### config.mk
export PLATFORM = sky130hd
export DESIGN_NAME = wm_program_controller
export DESIGN_NICKNAME = d
export VERILOG_FILES = /design/src/rtl/wm_pkg.sv /design/src/rtl/wm_phase_timer.sv /design/src/rtl/wm_program_controller.sv
export SDC_FILE = /design/constraint.sdc
export NUM_CORES = 1
export LEC_CHECK = 0
export CORE_UTILIZATION = 35
export CTS_CLUSTER_DIAMETER = 120
export DETAILED_ROUTE_END_ITERATION = 8
export PLACE_DENSITY_LB_ADDON = 0.3
export SETUP_SLACK_MARGIN = 0.4
export SYNTH_ARGS = -nofsm -noshare
export SYNTH_HDL_FRONTEND = slang
export SYNTH_SLANG_ARGS = --single-unit
### constraint.sdc
create_clock -name clk -period 5.9 [get_ports clk]
set_clock_uncertainty 0.2 [all_clocks]
set_input_delay 1.475 -clock clk [delete_from_list [all_inputs] [get_ports clk]]
set_output_delay 1.475 -clock clk [all_outputs]
set_load 0.03 [all_outputs]
### src/rtl/wm_pkg.sv
// Shared types for the washing-machine sequencer: state codes, programme codes,
// actuator bundle and the per-state actuator decode.
package wm_pkg;

  localparam int unsigned STATE_W = 4;
  localparam int unsigned PROG_W  = 2;
  localparam int unsigned RINSE_W = 3;

  typedef enum logic [STATE_W-1:0] {
    ST_IDLE   = 4'd0,
    ST_FILL   = 4'd1,
    ST_HEAT   = 4'd2,
    ST_WASH   = 4'd3,
    ST_DRAIN  = 4'd4,
    ST_RINSE  = 4'd5,
    ST_SPIN   = 4'd6,
    ST_DONE   = 4'd7,
    ST_PAUSED = 4'd8,
    ST_FAULT  = 4'd9
  } wm_state_e;

  typedef enum logic [PROG_W-1:0] {
    PROG_QUICK      = 2'b00,
    PROG_NORMAL     = 2'b01,
    PROG_HEAVY      = 2'b10,
    PROG_RINSE_SPIN = 2'b11
  } wm_prog_e;

  typedef struct packed {
    logic door_lock;
    logic water_valve;
    logic detergent_hatch;
    logic water_heater;
    logic drum_motor;
    logic water_pump;
  } wm_act_t;

  // Actuator pattern for a state; hatch_en gates the detergent hatch during FILL.
  function automatic wm_act_t act_decode(input wm_state_e st, input logic hatch_en);
    wm_act_t a;
    a = '0;
    case (st)
      ST_FILL: begin
        a.door_lock       = 1'b1;
        a.water_valve     = 1'b1;
        a.detergent_hatch = hatch_en;
      end
      ST_HEAT: begin
        a.door_lock    = 1'b1;
        a.water_heater = 1'b1;
      end
      ST_WASH, ST_RINSE: begin
        a.door_lock  = 1'b1;
        a.drum_motor = 1'b1;
      end
      ST_DRAIN: begin
        a.door_lock  = 1'b1;
        a.water_pump = 1'b1;
      end
      ST_SPIN: begin
        a.door_lock  = 1'b1;
        a.drum_motor = 1'b1;
        a.water_pump = 1'b1;
      end
      ST_PAUSED: a.door_lock = 1'b1;
      ST_FAULT: begin
        a.door_lock  = 1'b1;
        a.water_pump = 1'b1;
      end
      default: a = '0;
    endcase
    return a;
  endfunction

endpackage

### src/rtl/wm_phase_timer.sv
// Saturating phase counter with clear/enable (hold when disabled) and a
// terminal compare used for both phase lengths and fill/heat timeouts.
module wm_phase_timer #(
  parameter int unsigned TIMER_W = 16
) (
  input  logic               clk,
  input  logic               rst_n,
  input  logic               clr,
  input  logic               en,
  input  logic [TIMER_W-1:0] term,
  output logic               at_term_c
);

  logic [TIMER_W-1:0] count_q;

  always_ff @(posedge clk) begin
    if (!rst_n) begin
      count_q <= '0;
    end else if (clr) begin
      count_q <= '0;
    end else if (en && (count_q != '1)) begin
      count_q <= count_q + TIMER_W'(1);
    end
  end

  // >= so a phase resumed after a pause on its last cycle still completes
  assign at_term_c = (count_q >= term);

endmodule

### src/rtl/wm_program_controller.sv
// Washing-machine programme sequencer: FILL/HEAT/WASH/DRAIN/RINSE/SPIN with
// pause/resume, door interlock, fill/heat timeouts and a latched FAULT.
module wm_program_controller
  import wm_pkg::*;
#(
  parameter int unsigned TIMER_W   = 16,
  parameter int unsigned WASH_CYC  = 40,
  parameter int unsigned RINSE_CYC = 20,
  parameter int unsigned DRAIN_CYC = 10,
  parameter int unsigned SPIN_CYC  = 30,
  parameter int unsigned FILL_TMO  = 100,
  parameter int unsigned HEAT_TMO  = 100,
  parameter int unsigned RINSES    = 2
) (
  input  logic               clk,
  input  logic               rst_n,
  input  logic [PROG_W-1:0]  SELECTOR,
  input  logic               START,
  input  logic               PAUSE,
  input  logic               DOOR_CLOSED,
  input  logic               WATER_LEVEL_SENSOR,
  input  logic               TEMP_SENSOR,
  output logic               DOOR_LOCK,
  output logic               WATER_VALVE,
  output logic               DETERGENT_HATCH,
  output logic               WATER_HEATER,
  output logic               DRUM_MOTOR,
  output logic               WATER_PUMP,
  output logic [STATE_W-1:0] CURRENT_STATE,
  output logic [RINSE_W-1:0] RINSE_LEFT,
  output logic               DONE,
  output logic               FAULT
);

  wm_state_e          state_q, state_d;
  wm_state_e          saved_q, saved_d;
  wm_prog_e           prog_q, prog_d;
  logic               first_q, first_d;
  logic [RINSE_W-1:0] rinse_q, rinse_d;
  wm_act_t            act_q, act_d;
  logic               done_q, fault_q;

  logic               tmr_clr;
  logic               tmr_en;
  logic               tmr_at_term_c;
  logic [TIMER_W-1:0] tmr_term;

  // Terminal count of the current phase (length or timeout), minus one
  always_comb begin
    tmr_term = '1;
    case (state_q)
      ST_FILL:  tmr_term = TIMER_W'(FILL_TMO - 1);
      ST_HEAT:  tmr_term = TIMER_W'(HEAT_TMO - 1);
      ST_WASH:  tmr_term = (prog_q == PROG_HEAVY) ? TIMER_W'(2 * WASH_CYC - 1)
                                                  : TIMER_W'(WASH_CYC - 1);
      ST_DRAIN: tmr_term = TIMER_W'(DRAIN_CYC - 1);
      ST_RINSE: tmr_term = TIMER_W'(RINSE_CYC - 1);
      ST_SPIN:  tmr_term = TIMER_W'(SPIN_CYC - 1);
      default:  tmr_term = '1;
    endcase
  end

  wm_phase_timer #(
    .TIMER_W (TIMER_W)
  ) u_phase_timer (
    .clk       (clk),
    .rst_n     (rst_n),
    .clr       (tmr_clr),
    .en        (tmr_en),
    .term      (tmr_term),
    .at_term_c (tmr_at_term_c)
  );

  // Next-state, programme latch, rinse counter and timer control
  always_comb begin
    state_d = state_q;
    saved_d = saved_q;
    prog_d  = prog_q;
    first_d = first_q;
    rinse_d = rinse_q;
    tmr_en  = 1'b0;
    case (state_q)
      ST_IDLE: begin
        if (START && DOOR_CLOSED) begin
          state_d = ST_FILL;
          prog_d  = wm_prog_e'(SELECTOR);
          first_d = 1'b1;
          case (wm_prog_e'(SELECTOR))
            PROG_NORMAL, PROG_HEAVY: rinse_d = RINSE_W'(RINSES);
            default:                 rinse_d = RINSE_W'(1);
          endcase
        end
      end
      ST_PAUSED: begin
        if (START && !PAUSE) state_d = saved_q;
      end
      ST_DONE:  state_d = ST_IDLE;
      ST_FAULT: state_d = ST_FAULT;
      default: begin
        // Active phases: door loss beats pause, pause beats completion
        tmr_en = 1'b1;
        if (!DOOR_CLOSED) begin
          state_d = ST_FAULT;
        end else if (PAUSE) begin
          state_d = ST_PAUSED;
          saved_d = state_q;
        end else begin
          case (state_q)
            ST_FILL: begin
              if (WATER_LEVEL_SENSOR) begin
                first_d = 1'b0;
                if (!first_q) begin
                  state_d = ST_RINSE;
                end else begin
                  case (prog_q)
                    PROG_QUICK:      state_d = ST_WASH;
                    PROG_RINSE_SPIN: state_d = ST_RINSE;
                    default:         state_d = ST_HEAT;
                  endcase
                end
              end else if (tmr_at_term_c) begin
                state_d = ST_FAULT;
              end
            end
            ST_HEAT: begin
              if (TEMP_SENSOR)        state_d = ST_WASH;
              else if (tmr_at_term_c) state_d = ST_FAULT;
            end
            ST_WASH: begin
              if (tmr_at_term_c) state_d = ST_DRAIN;
            end
            ST_DRAIN: begin
              if (tmr_at_term_c) state_d = (rinse_q != '0) ? ST_FILL : ST_SPIN;
            end
            ST_RINSE: begin
              if (tmr_at_term_c) begin
                state_d = ST_DRAIN;
                if (rinse_q != '0) rinse_d = rinse_q - RINSE_W'(1);
              end
            end
            ST_SPIN: begin
              if (tmr_at_term_c) state_d = ST_DONE;
            end
            default: state_d = state_q;
          endcase
        end
      end
    endcase

    // Pause entry/exit keeps the count; every other state change restarts it
    tmr_clr = (state_d != state_q) && (state_d != ST_PAUSED) && (state_q != ST_PAUSED);
    act_d   = act_decode(state_d, first_d && (prog_d != PROG_RINSE_SPIN));
  end

  always_ff @(posedge clk) begin
    if (!rst_n) begin
      state_q <= ST_IDLE;
      saved_q <= ST_IDLE;
      prog_q  <= PROG_QUICK;
      first_q <= 1'b0;
      rinse_q <= '0;
      act_q   <= '0;
      done_q  <= 1'b0;
      fault_q <= 1'b0;
    end else begin
      state_q <= state_d;
      saved_q <= saved_d;
      prog_q  <= prog_d;
      first_q <= first_d;
      rinse_q <= rinse_d;
      act_q   <= act_d;
      done_q  <= (state_d == ST_DONE);
      fault_q <= (state_d == ST_FAULT);
    end
  end

  assign DOOR_LOCK       = act_q.door_lock;
  assign WATER_VALVE     = act_q.water_valve;
  assign DETERGENT_HATCH = act_q.detergent_hatch;
  assign WATER_HEATER    = act_q.water_heater;
  assign DRUM_MOTOR      = act_q.drum_motor;
  assign WATER_PUMP      = act_q.water_pump;
  assign CURRENT_STATE   = state_q;
  assign RINSE_LEFT      = rinse_q;
  assign DONE            = done_q;
  assign FAULT           = fault_q;

endmodule

==> flow_metrics.env, run 1 <==
export IMPL_status="finished clean"
export IMPL_slew_viol_final=0
export IMPL_routabilityCongestion=0.929
export IMPL_hold_end="prog_q[0]"
export IMPL_grt_max_degree=30
export IMPL_synth_cell_type_count=61
export IMPL_cts_sinks=38
export IMPL_synthFlopType="dfxtp_1"
export IMPL_drv_cap=0
export IMPL_diodes=0
export IMPL_start_kind="flop"
export IMPL_worstSetupPathType="reg -> reg"
export IMPL_setup_viol=0
export IMPL_numPlacedInstances=460
export IMPL_cp_end_kind="flop"
export IMPL_grt_first_pass_wirelength_um=12100
export IMPL_cts_root_buf="clkbuf_8"
export IMPL_ctsHoldBuffers=0
export IMPL_critPathMaxFanout=20
export IMPL_final_setup_tns_ns=0
export IMPL_dp_hpwl_um=5140
export IMPL_cpPeakStageDelay_ns=0.69
export IMPL_yosys_area_share_simple_pct=26.2
export IMPL_synth_top_area_share_pct=27.3
export IMPL_path_clk_slew_ns=0.09
export IMPL_drive_gt1_share_pct=9.29
export IMPL_min_period_ns=5.05
export IMPL_drtPass1Iterations=5
export IMPL_numPortBuffers=23
export IMPL_die_w_um=91.2
export IMPL_drt_initial_drc_count=193
export IMPL_cts_resized=0
export IMPL_syn_area_mm2=0.00279
export IMPL_cts_max_level=2
export IMPL_synth_edf_count=0
export IMPL_worst_pin_slew_ns=0.853
export IMPL_yosys_area_share_adder_pct=8.98
export IMPL_finalHoldViolCount=0
export IMPL_synth_compound_area_share_pct=25.3
export IMPL_max_vdd_ir_drop_v=0.000102
export IMPL_regArea_um2=761
export IMPL_yosysTopAreaCell="dfxtp_1"
export IMPL_synthMuxAreaShare_pct=2.92
export IMPL_areaGrowthSynthToFinish_pct=16.5
export IMPL_cts_setup_buffers=0
export IMPL_ant_nets=0
export IMPL_fmax_mhz=198
export IMPL_cts_tree="yes"
export IMPL_hp_start="prog_q[0]"
export IMPL_synth_nets=374
export IMPL_vias_per_cell=5.65
export IMPL_drc_errors=0
export IMPL_holdCritPathClass="reg -> reg"
export IMPL_cp_num_buf_inv=2
export IMPL_cts_buffer_depth=2
export IMPL_async_flop_share_pct=0
export IMPL_fin_cells=468
export IMPL_grt_use_total_pct=18.0
export IMPL_r2r_slack_ns=0.85
export IMPL_r2r_end="u_phase_timer.count_q[14]"
export IMPL_critPathTopFamily="compound AO/OA/AOI/OAI gates"
export IMPL_worstReg2RegStart="CURRENT_STATE[0]"
export IMPL_design_core_area_mm2=0.00773
export IMPL_fin_crit_sh_pct=85.6
export IMPL_fillCellCount=795
export IMPL_routedWlPerCell_um=15.5
export IMPL_power_leakage_nw=1.23
export IMPL_numCtsBuffers=5
export IMPL_insertion_delay_ns=0.30
export IMPL_min_path_cells=2
export IMPL_yosysSeqAreaShare_pct=27.3
export IMPL_synthTopCellsByArea="dfxtp_1 (27%), ha_1 (9.0%), nor2_1 (5.1%)"
export IMPL_vias=2645
export IMPL_critical_path_required_ns=5.90
export IMPL_antenna_found_initial=0
export IMPL_io_pins=24
export IMPL_multi_input_area_mm2=0.00192
export IMPL_grt_pass1_vias=2439
export IMPL_final_nets=394
export IMPL_rsz0062_at_grt="no"
export IMPL_critPathArrivalTime_ns=5.05
export IMPL_std_cell_rows=32
export IMPL_reg2reg_depth=13
export IMPL_synth_xor_area_share_pct=5.34
export IMPL_power_density_mw_per_mm2=242
export IMPL_routed_wl_um=7280
export IMPL_die_area_mm2=0.00832
export IMPL_syn_inst=345
export IMPL_die_y_um=91.2
export IMPL_fin_util_pct=42.0
export IMPL_synth_avg_cell_area_um2=8.08
export IMPL_initial_core_util_pct=36.1
export IMPL_synth_common_cells="dfxtp_1 (38), nor2_1 (38), nand2_1 (33), a21oi_1 (26), ha_1 (20)"
export IMPL_yosysWarnings=0
export IMPL_synth_seq_cells=38
export IMPL_grt_overflow=0
export IMPL_crit_chain="buf_4, inv_1, o21bai_1, nor2_1, ha_1, nand2_1, o21ai_1, a211oi_2, a211oi_1, a311o_1, a311o_1, a2111o_1, a211oi_1"
export IMPL_synth_top_family_by_area="simple AND/OR/NAND/NOR gates"
export IMPL_relSlewSlack_pct=43.0
export IMPL_critPathSlowestCell="a2111o_1"
worst max path at each step:
stage                                start                        end  slack, ns  depth (start not counted)
after floorplan           CURRENT_STATE[2]   u_phase_timer.count_q[1]       1.47                         14
after global placement    CURRENT_STATE[0]  u_phase_timer.count_q[11]       1.06                         13
after detailed placement  CURRENT_STATE[0]  u_phase_timer.count_q[14]       1.05                         13
after CTS                 CURRENT_STATE[0]  u_phase_timer.count_q[14]       0.96                         13
after global routing      CURRENT_STATE[0]  u_phase_timer.count_q[14]       0.55                         13
final                     CURRENT_STATE[0]  u_phase_timer.count_q[14]       0.85                         13
power by group:
part           switching [mW]  total, mW  internal [mW]
sequential            0.00792      0.276          0.268
clock                   0.104      0.273          0.170
combinational           0.154      0.236         0.0817
total                   0.265      0.784          0.519
metal layers:
layer  vias up  GRT usage (%)  wire (µm)
met3        14           3.10        422
met4         0           5.69        145
met2        91           29.0       3260
met1      1222           24.4       3450
met5         -              0          0
li1       1318              -          -
layout make-up:
class                      count  area share [%]
sequential                    38            23.4
tap                          102            3.93
inverter                      10            1.16
multi-input combinational    282            59.0
clock inverter                 3            2.12
clock buffer                   5            2.12
timing repair buffer          28            8.25
sequential cells by signal (all words and copies together), names as in the netlist, 2 cells and up:
register               count
CURRENT_STATE              4
u_phase_timer.count_q     16
RINSE_LEFT                 3
prog_q                     2
saved_q                    4
through the flow:
| stage | total power, mW | worst slack [ns] | hold WS (ns) | area, µm² |
|---|---|---|---|---|
| 3_3_place_gp | 0.513 | 1.06 | 0.284 | 3110 |
| 6_report | 0.784 | 0.851 | 0.295 | 3250 |
| 5_1_grt | 0.827 | 0.554 | 0.338 | 3250 |
| 4_1_cts | 0.788 | 0.963 | 0.300 | 3250 |
| 2_1_floorplan | 0.450 | 1.47 | 0.246 | 2790 |
| 3_5_place_dp | 0.514 | 1.05 | 0.288 | 3110 |
worst reg2reg max path, cell delays in order (launching register included):
cell	delay, ns
dfxtp_1	0.39
buf_4	0.24
inv_1	0.21
o21bai_1	0.15
nor2_1	0.67
ha_1	0.39
nand2_1	0.13
o21ai_1	0.12
a211oi_2	0.50
a211oi_1	0.16
a311o_1	0.40
a311o_1	0.36
a2111o_1	0.69
a211oi_1	0.35
logic make-up after synthesis:
group,after synthesis
AO/OA/AOI/OAI,97
XOR/XNOR,17
adder cells (fa/ha/maj),20
buffers and inverters,25
flip-flops,38
multiplexers,8
AND/OR/NAND/NOR,140
placed cells by master, fill, tap and decap left out, types with 5 or more instances in the layout:
| cell type | Yosys | layout |
|---|---|---|
| a211oi_1 | 12 | 12 |
| a211oi_2 | 10 | 10 |
| a21oi_1 | 26 | 26 |
| and2_1 | 5 | 5 |
| buf_4 | 0 | 5 |
| clkbuf_8 | 0 | 5 |
| clkdlybuf4s50_1 | 0 | 23 |
| dfxtp_1 | 38 | 38 |
| ha_1 | 20 | 20 |
| inv_1 | 9 | 9 |
| mux2i_1 | 7 | 7 |
| nand2_1 | 33 | 33 |
| nand3_1 | 11 | 11 |
| nand4_1 | 9 | 9 |
| nor2_1 | 38 | 38 |
| nor2b_1 | 7 | 7 |
| nor3_1 | 10 | 10 |
| o21ai_0 | 15 | 15 |
| xnor2_1 | 7 | 7 |
| xor2_1 | 10 | 10 |
No activity file was read; power rests on OpenSTA's default activity.
==> run 2, diff against run 1 <==
Settings changed: DONT_BUFFER_PORTS set to 1, GPL_TIMING_DRIVEN set to 0.
==> run 2 against run 1 <==
Flip-flop and latch count unchanged. Combinational power decreased by 14%. Final cell count is 2.8% lower. First-iteration DRC count fell by 35%. Utilization down 2.7 points. Global-route usage rose by 0.84 points. Sequential power increased by 7%. Clock power down 16%. Final area down 6.4%.
==> flow_metrics.env, run 2 (synthesis gave the netlist of run 1 again) <==
export IMPL_initial_core_util_pct=36.1
export IMPL_swShare_pct=36.5
export IMPL_routabilityCongestion=0.926
export IMPL_final_setup_tns_ns=0
export IMPL_drc_errors=0
export IMPL_drt_initial_drc_count=126
export IMPL_fin_cells=455
export IMPL_drv_cap=0
export IMPL_max_vdd_ir_drop_v=0.0000841
export IMPL_cts_root_buf="clkbuf_8"
export IMPL_worst_pin_slew_ns=0.775
export IMPL_routedWlPerCell_um=16.6
export IMPL_std_cell_rows=32
export IMPL_grt_first_pass_wirelength_um=12400
export IMPL_min_path_cells=2
export IMPL_antenna_found_initial=0
export IMPL_ant_nets=0
export IMPL_critical_path_required_ns=5.91
export IMPL_diodes=0
export IMPL_worst_slack_ns=0.757
export IMPL_rsz0062_at_grt="no"
export IMPL_p_switching_mw=0.266
export IMPL_cts_tree="yes"
export IMPL_vias_per_cell=5.71
export IMPL_numPlacedInstances=447
export IMPL_numPortBuffers=0
export IMPL_drive_gt1_share_pct=10.2
export IMPL_cts_max_level=2
export IMPL_top_register="u_phase_timer.count_q"
export IMPL_design_core_area_mm2=0.00773
export IMPL_path_clk_slew_ns=0.08
export IMPL_cts_sinks=38
export IMPL_ctsHoldBuffers=0
export IMPL_grt_max_degree=14
export IMPL_internal_power_mw=0.462
export IMPL_grt_pass1_vias=2482
export IMPL_critPathMaxFanout=10
export IMPL_die_area_mm2=0.00832
export IMPL_cts_buffer_depth=2
export IMPL_grt_overflow=0
export IMPL_clockPowerShare_pct=31.5
export IMPL_holdCritPathClass="reg -> reg"
export IMPL_final_cell_area_mm2=0.00304
export IMPL_power_density_mw_per_mm2=239
export IMPL_setup_viol=0
export IMPL_combPwrFrac_pct=27.9
export IMPL_finalHoldViolCount=0
export IMPL_power_share_sequential_pct=40.6
export IMPL_io_pins=24
export IMPL_status="finished clean"
export IMPL_worstSetupPathType="reg -> reg"
export IMPL_final_cell_mix="nor2_1 (37), dfxtp_1 (36), nand2_1 (33)"
export IMPL_insertion_delay_ns=0.29
export IMPL_numCtsBuffers=5
export IMPL_power_leakage_nw=1.13
export IMPL_place_ws_ns=0.486
export IMPL_power_mw=0.728
export IMPL_relSlewSlack_pct=47.9
export IMPL_final_nets=381
export IMPL_largest_reg_flops=16
export IMPL_final_common_cell="nor2_1"
export IMPL_reg2reg_depth=15
export IMPL_postPlaceCellArea_mm2=0.00291
export IMPL_routed_wl_um=7570
export IMPL_drtPass1Iterations=5
export IMPL_r2r_slack_ns=0.76
export IMPL_start_kind="flop"
export IMPL_cp_end_kind="flop"
export IMPL_areaGrowthSynthToFinish_pct=9.12
export IMPL_fmax_mhz=194
export IMPL_die_w_um=91.2
export IMPL_dp_hpwl_um=5760
export IMPL_slew_viol_final=0
export IMPL_critPathArrivalTime_ns=5.15
export IMPL_die_y_um=91.2
export IMPL_min_period_ns=5.14
export IMPL_vias=2597
export IMPL_fin_crit_sh_pct=87.2
export IMPL_grt_use_total_pct=18.9
==> run 2: changes by cell type in the layout (fill, tap and decap cells not counted), moves of 2 or more <==
cell / delta
clkdlybuf4s50_1: -23
clkbuf_1: +10
buf_4: -5
buf_1: +2
buf_6: +2
clkinvlp_4: +2
dfxtp_1: -2
dfxtp_2: +2
==> run 2: worst paths after layout <==
path	startpoint	endpoint
setup / recovery	CURRENT_STATE[0]	u_phase_timer.count_q[4]
hold / removal	prog_q[1]	prog_q[1]
setup reg to reg	CURRENT_STATE[0]	u_phase_timer.count_q[4]
hold reg to reg	prog_q[1]	prog_q[1]
==> run 2: layer usage <==
metal  vias to the layer above  GRT usage, %  wire [µm]
li1                       1281             -          -
met4                         0          7.41        170
met1                      1215          25.3       3530
met2                        87          29.4       3400
met5                         -             0          0
met3                        14          4.02        472
==> run 2: repair_timing <==
item | CTS | global route
gates resized for setup | 0 | 4
setup buffers | 0 | 0
setup endpoints to repair | 0 | 16
==> run 2: worst max-delay path: stages, from the launching register on <==
cell      delay, ns
dfxtp_2        0.53
clkbuf_1       0.34
buf_1          0.45
nand2_1        0.16
or3_1          0.33
a21oi_1        0.24
ha_1           0.28
nand2_1        0.12
o21ai_1        0.11
a211oi_2       0.46
a211oi_1       0.14
a311o_1        0.41
a311o_1        0.33
a2111o_1       0.51
buf_6          0.21
a211oi_2       0.22
==> run 2: area by class of cell <==
class | count | area, µm²
plain buffers | 15 | 72.6
clock buffers | 5 | 68.8
clock inverters | 3 | 45.0
fillers | 795 | 4690
inverters | 10 | 37.5
multi-input cells | 282 | 1930
flip-flops and latches | 38 | 763
well taps | 102 | 128
==> run 2: power by group through the flow <==
stage / Sequential [mW] / Combinational (mW) / Clock (mW)
6_report: 0.295 / 0.203 / 0.229
4_1_cts: 0.295 / 0.198 / 0.235
5_1_grt: 0.297 / 0.223 / 0.249
3_3_place_gp: 0.301 / 0.197 / 0
3_5_place_dp: 0.301 / 0.197 / 0
2_1_floorplan: 0.298 / 0.152 / 0
==> run 2: stage by stage <==
| stage | hold WS [ns] | util, % |
|---|---|---|
| floorplan | 0.246 | - |
| global placement | 0.266 | 37.7 |
| detailed placement | 0.292 | 37.7 |
| CTS | 0.304 | 39.2 |
| global route | 0.345 | 39.3 |
| finish | 0.298 | 39.3 |
